==> src/rtl/dbn_neuron_sampler_if.sv <==
// Handshake and bus bundle between the PE array or controller and the neuron sampler.
interface dbn_neuron_sampler_if #(
  parameter int NUM_PE = 16,
  parameter int BW_PS  = 16
);
  logic                    start;
  logic [NUM_PE*BW_PS-1:0] ps_bus;
  logic [NUM_PE*BW_PS-1:0] bias_bus;
  logic                    det_mode;
  logic                    busy;
  logic                    out_valid;
  logic                    out_ready;
  logic [NUM_PE-1:0]       out_states;

  modport master (
    output start, ps_bus, bias_bus, det_mode, out_ready,
    input  busy, out_valid, out_states
  );
  modport slave (
    input  start, ps_bus, bias_bus, det_mode, out_ready,
    output busy, out_valid, out_states
  );
endinterface

==> src/rtl/dbn_neuron_sampler.sv <==
// Snapshots PE partial sums, adds bias, applies a hard sigmoid and samples one
// binary neuron state per cycle against an LFSR, then hands the vector off.
module dbn_neuron_sampler #(
  parameter int          NUM_PE    = 16,
  parameter int          BW_PS     = 16,
  parameter logic [15:0] LFSR_SEED = 16'hACE1
) (
  input  logic                 clk,
  input  logic                 rst_n,
  dbn_neuron_sampler_if.slave  s
);
  localparam int IW = (NUM_PE > 1) ? $clog2(NUM_PE) : 1;
  localparam logic signed [BW_PS:0] P_OFF = (BW_PS+1)'(512);
  localparam logic signed [BW_PS:0] P_MAX = (BW_PS+1)'(256);

  typedef enum logic [1:0] {ST_IDLE, ST_SAMPLE, ST_OUTPUT} state_t;

  state_t                  r_state, w_state_nxt;
  logic signed [BW_PS-1:0] r_ps   [NUM_PE];
  logic signed [BW_PS-1:0] r_bias [NUM_PE];
  logic                    r_det;
  logic [IW-1:0]           r_idx;
  logic [15:0]             r_lfsr;
  logic [NUM_PE-1:0]       r_states;

  logic                    w_capture, w_last, w_bit;
  logic [BW_PS:0]          w_sum_wide;
  logic signed [BW_PS-1:0] w_sum;
  logic signed [BW_PS:0]   w_off, w_shr;
  logic [8:0]              w_p;

  assign w_capture = (r_state == ST_IDLE) && s.start;
  assign w_last    = (r_idx == IW'(NUM_PE-1));

  // Sum at one extra bit so the saturation test is just a sign-bit compare.
  assign w_sum_wide = {r_ps[r_idx][BW_PS-1], r_ps[r_idx]}
                    + {r_bias[r_idx][BW_PS-1], r_bias[r_idx]};

  always_comb begin
    w_sum = w_sum_wide[BW_PS-1:0];
    if (w_sum_wide[BW_PS] != w_sum_wide[BW_PS-1])
      w_sum = w_sum_wide[BW_PS] ? {1'b1, {(BW_PS-1){1'b0}}} : {1'b0, {(BW_PS-1){1'b1}}};
  end

  // Hard sigmoid 0.25x+0.5 in 1/256 units, clamped to 0..256.
  assign w_off = {w_sum[BW_PS-1], w_sum} + P_OFF;
  assign w_shr = w_off >>> 2;

  always_comb begin
    w_p = w_shr[8:0];
    if (w_shr[BW_PS])       w_p = 9'd0;
    else if (w_shr > P_MAX) w_p = 9'd256;
  end

  assign w_bit = r_det ? (w_p >= 9'd128) : ({1'b0, r_lfsr[7:0]} < w_p);

  always_ff @(posedge clk or negedge rst_n) begin
    if (!rst_n) r_state <= ST_IDLE;
    else        r_state <= w_state_nxt;
  end

  always_comb begin
    w_state_nxt = r_state;
    case (r_state)
      ST_IDLE:   if (s.start)     w_state_nxt = ST_SAMPLE;
      ST_SAMPLE: if (w_last)      w_state_nxt = ST_OUTPUT;
      ST_OUTPUT: if (s.out_ready) w_state_nxt = ST_IDLE;
      default:                    w_state_nxt = ST_IDLE;
    endcase
  end

  // Snapshot is mandatory: the PEs clear their sums once the phase moves on.
  always_ff @(posedge clk) begin
    if (w_capture) begin
      for (int i = 0; i < NUM_PE; i++) begin
        r_ps[i]   <= s.ps_bus[i*BW_PS +: BW_PS];
        r_bias[i] <= s.bias_bus[i*BW_PS +: BW_PS];
      end
    end
  end

  always_ff @(posedge clk or negedge rst_n) begin
    if (!rst_n) begin
      r_det    <= 1'b0;
      r_idx    <= '0;
      r_lfsr   <= LFSR_SEED;
      r_states <= '0;
    end else if (w_capture) begin
      r_det <= s.det_mode;
      r_idx <= '0;
    end else if (r_state == ST_SAMPLE) begin
      r_states[r_idx] <= w_bit;
      r_idx           <= w_last ? '0 : r_idx + IW'(1);
      r_lfsr          <= {r_lfsr[14:0], r_lfsr[15] ^ r_lfsr[13] ^ r_lfsr[12] ^ r_lfsr[10]};
    end
  end

  assign s.busy       = (r_state != ST_IDLE);
  assign s.out_valid  = (r_state == ST_OUTPUT);
  assign s.out_states = r_states;
endmodule

==> src/flat_wrapper.sv <==
// flat-port wrapper written by rule: the top's interface ports become plain ports
module dbn_neuron_sampler_flat 
#(
  parameter int          NUM_PE    = 16,
  parameter int          BW_PS     = 16,
  parameter logic [15:0] LFSR_SEED = 16'hACE1
)
  (clk, rst_n, s_start, s_ps_bus, s_bias_bus, s_det_mode, s_out_ready, s_busy, s_out_valid, s_out_states);
  dbn_neuron_sampler_if #(.NUM_PE(NUM_PE), .BW_PS(BW_PS)) s_i ();
  input  logic clk;
  input  logic rst_n;
  input wire logic [$bits(s_i.start)-1:0] s_start;
  input wire logic [$bits(s_i.ps_bus)-1:0] s_ps_bus;
  input wire logic [$bits(s_i.bias_bus)-1:0] s_bias_bus;
  input wire logic [$bits(s_i.det_mode)-1:0] s_det_mode;
  input wire logic [$bits(s_i.out_ready)-1:0] s_out_ready;
  output wire logic [$bits(s_i.busy)-1:0] s_busy;
  output wire logic [$bits(s_i.out_valid)-1:0] s_out_valid;
  output wire logic [$bits(s_i.out_states)-1:0] s_out_states;
  assign s_i.start = s_start;
  assign s_i.ps_bus = s_ps_bus;
  assign s_i.bias_bus = s_bias_bus;
  assign s_i.det_mode = s_det_mode;
  assign s_i.out_ready = s_out_ready;
  assign s_busy = s_i.busy;
  assign s_out_valid = s_i.out_valid;
  assign s_out_states = s_i.out_states;
  dbn_neuron_sampler #(.NUM_PE(NUM_PE), .BW_PS(BW_PS), .LFSR_SEED(LFSR_SEED)) u_core (.clk(clk), .rst_n(rst_n), .s(s_i));
endmodule
==> config.mk <==
export PLATFORM = sky130hd
export DESIGN_NAME = dbn_neuron_sampler_flat
export DESIGN_NICKNAME = d
export VERILOG_FILES = /design/src/rtl/dbn_neuron_sampler_if.sv /design/src/rtl/dbn_neuron_sampler.sv /design/src/flat_wrapper.sv
export SDC_FILE = /design/constraint.sdc
export NUM_CORES = 1
export LEC_CHECK = 0
export CAP_MARGIN = 15
export CORE_UTILIZATION = 45
export DETAILED_ROUTE_END_ITERATION = 16
export GPL_ROUTABILITY_DRIVEN = 0
export PLACE_DENSITY = 0.81
export RECOVER_POWER = 25
export SETUP_SLACK_MARGIN = 0.02
export SLEW_MARGIN = 30
export SYNTH_ARGS = -nofsm -noshare
export SYNTH_HDL_FRONTEND = slang
export SYNTH_SLANG_ARGS = --single-unit
==> constraint.sdc <==
create_clock -name clk -period 12.5 [get_ports clk]
set_clock_uncertainty 0.1 [all_clocks]
set_input_delay 1.25 -clock clk [delete_from_list [all_inputs] [get_ports clk]]
set_output_delay 1.25 -clock clk [all_outputs]
set_load 0.1 [all_outputs]
# Word-level counts from Yosys, hierarchy flattened
# Memories as Yosys holds them, arrays and structs flattened.
# Cells that the tools add are included.
dict set report totals {
  regBits 39
  mem_bits_rw 512
  in_bits 517
  out_inout_bits 18
  elab_cells 50
  n_memories 2
}
dict set report op_classes {
  addsub 3
  order_cmp 5
  eq_ne 7
  n_mux 17
  bitwise 4
  n_reduce_logical 7
}
# memory words width read_ports rd_clocked_by_memory_dff wr line
set mem_list {}
lappend mem_list {u_core.r_bias 16 16 1 0 16 dbn_neuron_sampler.sv:20} ;# logic signed [BW_PS-1:0] r_bias [NUM_PE];
lappend mem_list {u_core.r_ps 16 16 1 0 16 dbn_neuron_sampler.sv:19} ;# logic signed [BW_PS-1:0] r_ps [NUM_PE];
# cell n
set ops {}
lappend ops {{$mux 16} 2}
lappend ops {{$mux 9} 2}
lappend ops {{$add 16x11->17 const B} 1}
lappend ops {{$add 16x16->17} 1}
lappend ops {{$bwmux 16} 1}
lappend ops {{$gt 15x10->1 const B} 1}
lappend ops {{$mux 4} 3}
lappend ops {{$ge 9x8->1 const B} 1}
lappend ops {{$lt 8x9->1} 1}
lappend ops {{$mux 2} 3}
lappend ops {{$pmux 2 s3} 1}
lappend ops {{$lt 4x5->1 const B} 1}
lappend ops {{$add 4x1->4 const B} 1}
lappend ops {{$demux 1 s4} 1}
lappend ops {{$eq 4x4->1 const B} 1}
lappend ops {{$ge 4x1->1 const B} 1}
lappend ops {{$mux 1} 4}
lappend ops {{$ne 2x2->1 const B} 2}
lappend ops {{$reduce_bool 2->1} 2}
lappend ops {{$reduce_and 3->1} 1}
lappend ops {{$xor 1x1->1} 3}
lappend ops {{$eq 2x1->1 const B} 1}
lappend ops {{$eq 2x2->1 const B} 1}
lappend ops {{$logic_and 1x1->1} 2}
lappend ops {{other kinds (5)} 5}

# Depth between registers and ports, before layout
# An unclocked memory read counts as a cell.
dict set report depth {
  depth_word 11
  ltp_mapped 37
  ltp_nobuf 31
}

# Least setup slack after synthesis
# No wires, ideal clock.
dict set report synth_timing {
  path_type {input-to-reg}
  start {in s_start}
  end {reg u_core.r_idx[2]}
  setup_time_ns 0.140
  t_arrival_ns 12.201
  required_time_ns 12.260
  setup_slack_ns 0.059
  cell_stages 5
  n_path_buf 0
  cell_sequence {nand2_1 -> inv_1 -> nor2_1 -> o21ai_0 -> o21ai_0}
}
dict set report synth_between {
  elab_chain_len 2
  elab_cells_between_ends 3
  cone_classes {1 x mux; 2 x reduce/logical}
}
# element line
set synth_rtl {}
lappend synth_rtl {{start: declaration} flat_wrapper.sv:12} ;# input wire logic [$bits(s_i.start)-1:0] s_start;
lappend synth_rtl {{$logic_and 1x1->1 (*)} dbn_neuron_sampler.sv:32} ;# assign w_capture = (r_state == ST_IDLE) && s.start;
lappend synth_rtl {{via u_core.w_capture} dbn_neuron_sampler.sv:26} ;# logic w_capture, w_last, w_bit;
lappend synth_rtl {{$mux 4 / $reduce_bool 2->1 (equally long branches)} --}
lappend synth_rtl {{end signal: assignment} dbn_neuron_sampler.sv:93} ;# r_idx <= w_last ? '0 : r_idx + IW'(1);
lappend synth_rtl {{end: declaration} dbn_neuron_sampler.sv:22} ;# logic [IW-1:0] r_idx;
# Mark *: on every way through the listed nets, which the timed path passes. The rest lies on a longest branch.
# A chain may end at the register's enable or synchronous reset.

# Worst setup path after layout
dict set report layout_timing {
  start {reg u_core.r_idx[0]}
  end {reg u_core.r_states[5] (netlist: u_core.s.out_states[5])}
}
dict set report layout_between {
  elab_chain_len 11
  elab_cells_between_ends 19
  cone_classes {2 x add/sub; 5 x order compare; 1 x eq/ne; 8 x mux; 1 x reduce/logical; 2 x memory}
}
# element line
set layout_rtl {}
lappend layout_rtl {{$mem_v2 16x16 (on tied branches)} --}
lappend layout_rtl {{$add 16x16->17} dbn_neuron_sampler.sv:37} ;# + {r_bias[r_idx][BW_PS-1], r_bias[r_idx]};
lappend layout_rtl {{$mux 16 / $ne 1x1->1 (equally long branches)} {dbn_neuron_sampler.sv:42, dbn_neuron_sampler.sv:41}}
lappend layout_rtl {{$mux 16} dbn_neuron_sampler.sv:41} ;# if (w_sum_wide[BW_PS] != w_sum_wide[BW_PS-1])
lappend layout_rtl {{$add 16x11->17} dbn_neuron_sampler.sv:46} ;# assign w_off = {w_sum[BW_PS-1], w_sum} + P_OFF;
lappend layout_rtl {{$gt 15x10->1} dbn_neuron_sampler.sv:52} ;# else if (w_shr > P_MAX) w_p = 9'd256;
lappend layout_rtl {{$mux 9} dbn_neuron_sampler.sv:52}
lappend layout_rtl {{$mux 9} dbn_neuron_sampler.sv:51} ;# if (w_shr[BW_PS]) w_p = 9'd0;
lappend layout_rtl {{$lt 8x9->1 / $ge 9x8->1 (equally long branches)} dbn_neuron_sampler.sv:55} ;# assign w_bit = r_det ? (w_p >= 9'd128) : ({1'b0, r_lfsr[7:0]} < w_p);
lappend layout_rtl {{$mux 1} dbn_neuron_sampler.sv:55}
lappend layout_rtl {{$bwmux 16 (*)} dbn_neuron_sampler.sv:92} ;# r_states[r_idx] <= w_bit;
lappend layout_rtl {{end signal: indexed assignment} dbn_neuron_sampler.sv:92}
lappend layout_rtl {{end: declaration} dbn_neuron_sampler.sv:24} ;# logic [NUM_PE-1:0] r_states;
# Every way passes the cells marked *; elsewhere a longest branch is shown, timed or not.

==> impl_metrics.yaml <==
die:
  die_x_um: 226
  start_util_pct: 45.8
  die_area_mm2: 0.0509
  ioPinCount: 535
  core_area_mm2: 0.0492
  fp-row-count: 81
  die_h_um: 226
detailed_routing:
  wl_mm: 60.8
  drc: 0
  vias_per_cell: 5.62
  first_iter_violations: 1412
  via_count: 13500
  drt-pass1-iter-count: 5
  wl_per_cell_um: 25.4
  ant_nets: 0
yosys:
  ys_warn_count: 0
  ys_types: 74
  synthCells: 1114
  synthFlopType: "edfxtp_1"
  synth.area.top_cells: "edfxtp_1, mux4_2, dfrtp_1"
  async_flop_share_pct: 7.08
  synth_edf_count: 512
  synth.largest_area_cell: "edfxtp_1"
  ys_ff_latch: 551
  syn-cell-area_mm2: 0.0225
  synth_top_cell_area_share_pct: 68.4
  postSynthAreaPerCell_um2: 20.2
  seq_area_frac_synth_pct: 72.7
  synthesis.nets: 1659
clock_network:
  cts_tree: "built"
  ctsRootBufferMaster: "clkbuf_16"
  postCtsHoldBufs: 0
  ctsLongestPathBuffers: 3
  post_cts_buffers: 0
  insertion_delay_ps: 620
  htree_levels: 2
  cts.clk_slew.worst_paths_ps: 70
  cts.sinks: 551
  cts_resized: 0
  cts_made_buffers: 56
grt:
  overflow: 0
  grt_pass1_wl_mm: 87.5
  gr-usage-all-layers_pct: 23.9
  grt_max_degree: 196
  antenna_found_initial: 27
  grt_pass1_vias: 14000
timing:
  finalSetupViolations: 0
  post-route-period-util_pct: 83.1
  hold_viol: 0
  grt_setup_unrepaired: "false"
  worst_slew_pin_slew_ps: 2100
  fin_crit_ps: 10380
  slew_violations: 40
  max_slew_margin_pct: -39.8
  timing.fmax_mhz: 96.3
  whs_ps: 370
  final.setup.tns_ps: 0
critical_path:
  endpoint_kind: "flip-flop"
  critPathKind: "flip-flop to flip-flop"
  required_ps: 12900
  cp-startpoint: "u_core.r_idx[0]"
  r2r-start: "u_core.r_idx[0]"
  crit_slowest_cell: "dfrtp_4"
  slowest_delay_ps: 930
  crit_arrival_ps: 10780
  worstSetupStartpointType: "flip-flop"
  ff2ff_path_depth: 30
  cp_max_fo: 39
placement:
  portBuffers: 534
  dp.cells: 2269
  post-dp-hpwl_mm: 43.6
  place_area_mm2: 0.0286
layout:
  drive_above_1_share_pct: 16.7
  nets: 2210
  area_growth_pct: 35.8
  mostFrequentLayoutCell: "edfxtp_1"
  final_cell_mix: "edfxtp_1, clkdlybuf4s50_1, dlygate4sd3_1"
  final_area_mm2: 0.0305
  final_cells: 2396
worst_hold_path:
  min_from: "u_core.r_lfsr[11]"
  hold_path_class: "flip-flop to flip-flop"
  hold_depth: 2
power_and_ir_drop:
  p_leak_uw: 0.0103
  power.total_uw: 9570
  power_density_mw_per_mm2: 313
  ir_drop_v: 0.000567
outcome:
  violations: "max-capacitance violations, max-slew violations"
  status: "finished with violations"
run:
  drv_cap: 1
[worst max-delay path: cells and delay by family, from the launching register on]
family | cells | cell delay [ps]
AO/OA/AOI/OAI | 16 | 3900
AND/OR/NAND/NOR | 4 | 1450
adder cells (fa/ha/maj) | 3 | 1440
multiplexers | 3 | 1180
flip-flops | 1 | 930
buffers and inverters | 2 | 830
XOR/XNOR | 2 | 410
[cell usage after synthesis, types with 2 or more instances]
cell type,n
buf_2,2
o2111ai_1,2
dfstp_2,8
xor2_1,2
mux4_1,2
a221oi_1,3
nor2b_1,7
and2_1,4
a21oi_1,29
nand2_1,72
a31oi_2,4
or3_1,4
a21o_1,11
and4_1,2
mux2i_1,10
o21a_1,4
o31a_1,2
ha_1,28
nand2b_1,3
a41oi_2,6
nor4_1,4
a41oi_1,6
nand3_1,10
mux4_2,154
clkbuf_1,38
o21ai_0,19
a31oi_1,6
buf_4,2
o221ai_1,3
xnor2_1,7
nor2_1,26
buf_6,3
nand4_1,6
buf_1,11
a211oi_1,4
inv_1,12
nor3_1,12
o211ai_1,3
dfrtp_1,31
edfxtp_1,512
and3_1,7
[path summary, 6_finish.rpt]
| check | endpoint | slack (ps) |
|---|---|---|
| hold reg to reg | u_core.r_lfsr[11] | 370 |
| min in group asynchronous | u_core.r_lfsr[4] | 1140 |
| setup / recovery | u_core.s.out_states[5] | 2120 |
| max in group asynchronous | u_core.r_idx[0] | 9650 |
| setup reg to reg | u_core.s.out_states[5] | 2120 |
| hold / removal | u_core.r_lfsr[11] | 370 |
[cell type report]
| type | count | area [um^2] |
|---|---|---|
| Timing Repair Buffer | 549 | 5530 |
| Fill cell | 3422 | 18600 |
| Sequential cell | 551 | 16400 |
| Antenna cell | 24 | 60.1 |
| Inverter | 13 | 56.3 |
| Clock inverter | 33 | 409 |
| Tap cell | 664 | 831 |
| Clock buffer | 68 | 1450 |
| Multi-Input combinational cell | 494 | 5840 |
[per-layer routing]
metal	share of wire, %	vias up	GRT usage [%]
met4	3.1	14	9.81
li1	-	5791	-
met2	54	700	42.1
met5	0.15	-	0
met3	6.8	140	4.73
met1	36	6813	28.6
[flip-flops by register name (all words and copies together), names as in the netlist]
signal,count
u_core.r_bias,256
u_core.r_idx,4
u_core.r_det,1
u_core.r_state,2
u_core.r_ps,256
u_core.s.out_states,16
u_core.r_lfsr,16
[metrics by stage]
stage | util, % | worst slack (ps)
after CTS | 61.9 | 2140
after global routing | 62.1 | 1400
after global placement | 58.1 | 2360
final | 62.1 | 2120
after detailed placement | 58.1 | 2160
after floorplan | - | 58.5
[report_power, final]
group | total, uW | leakage (uW) | switching (uW) | internal, uW
Sequential | 2470 | 0.00513 | 163 | 2310
Combinational | 5400 | 0.00428 | 3280 | 2120
Clock | 1700 | 0.000904 | 706 | 992
Total | 9570 | 0.0103 | 4140 | 5420
[logic make-up after synthesis]
group | after synthesis | synth area share (%)
AND/OR/NAND/NOR | 166 | 3.56
adder cells (fa/ha/maj) | 28 | 1.56
AO/OA/AOI/OAI | 123 | 4.27
multiplexers | 168 | 16.2
flip-flops | 551 | 72.7
buffers and inverters | 69 | 1.30
XOR/XNOR | 9 | 0.351
No activity file was read; power rests on OpenSTA's default activity.
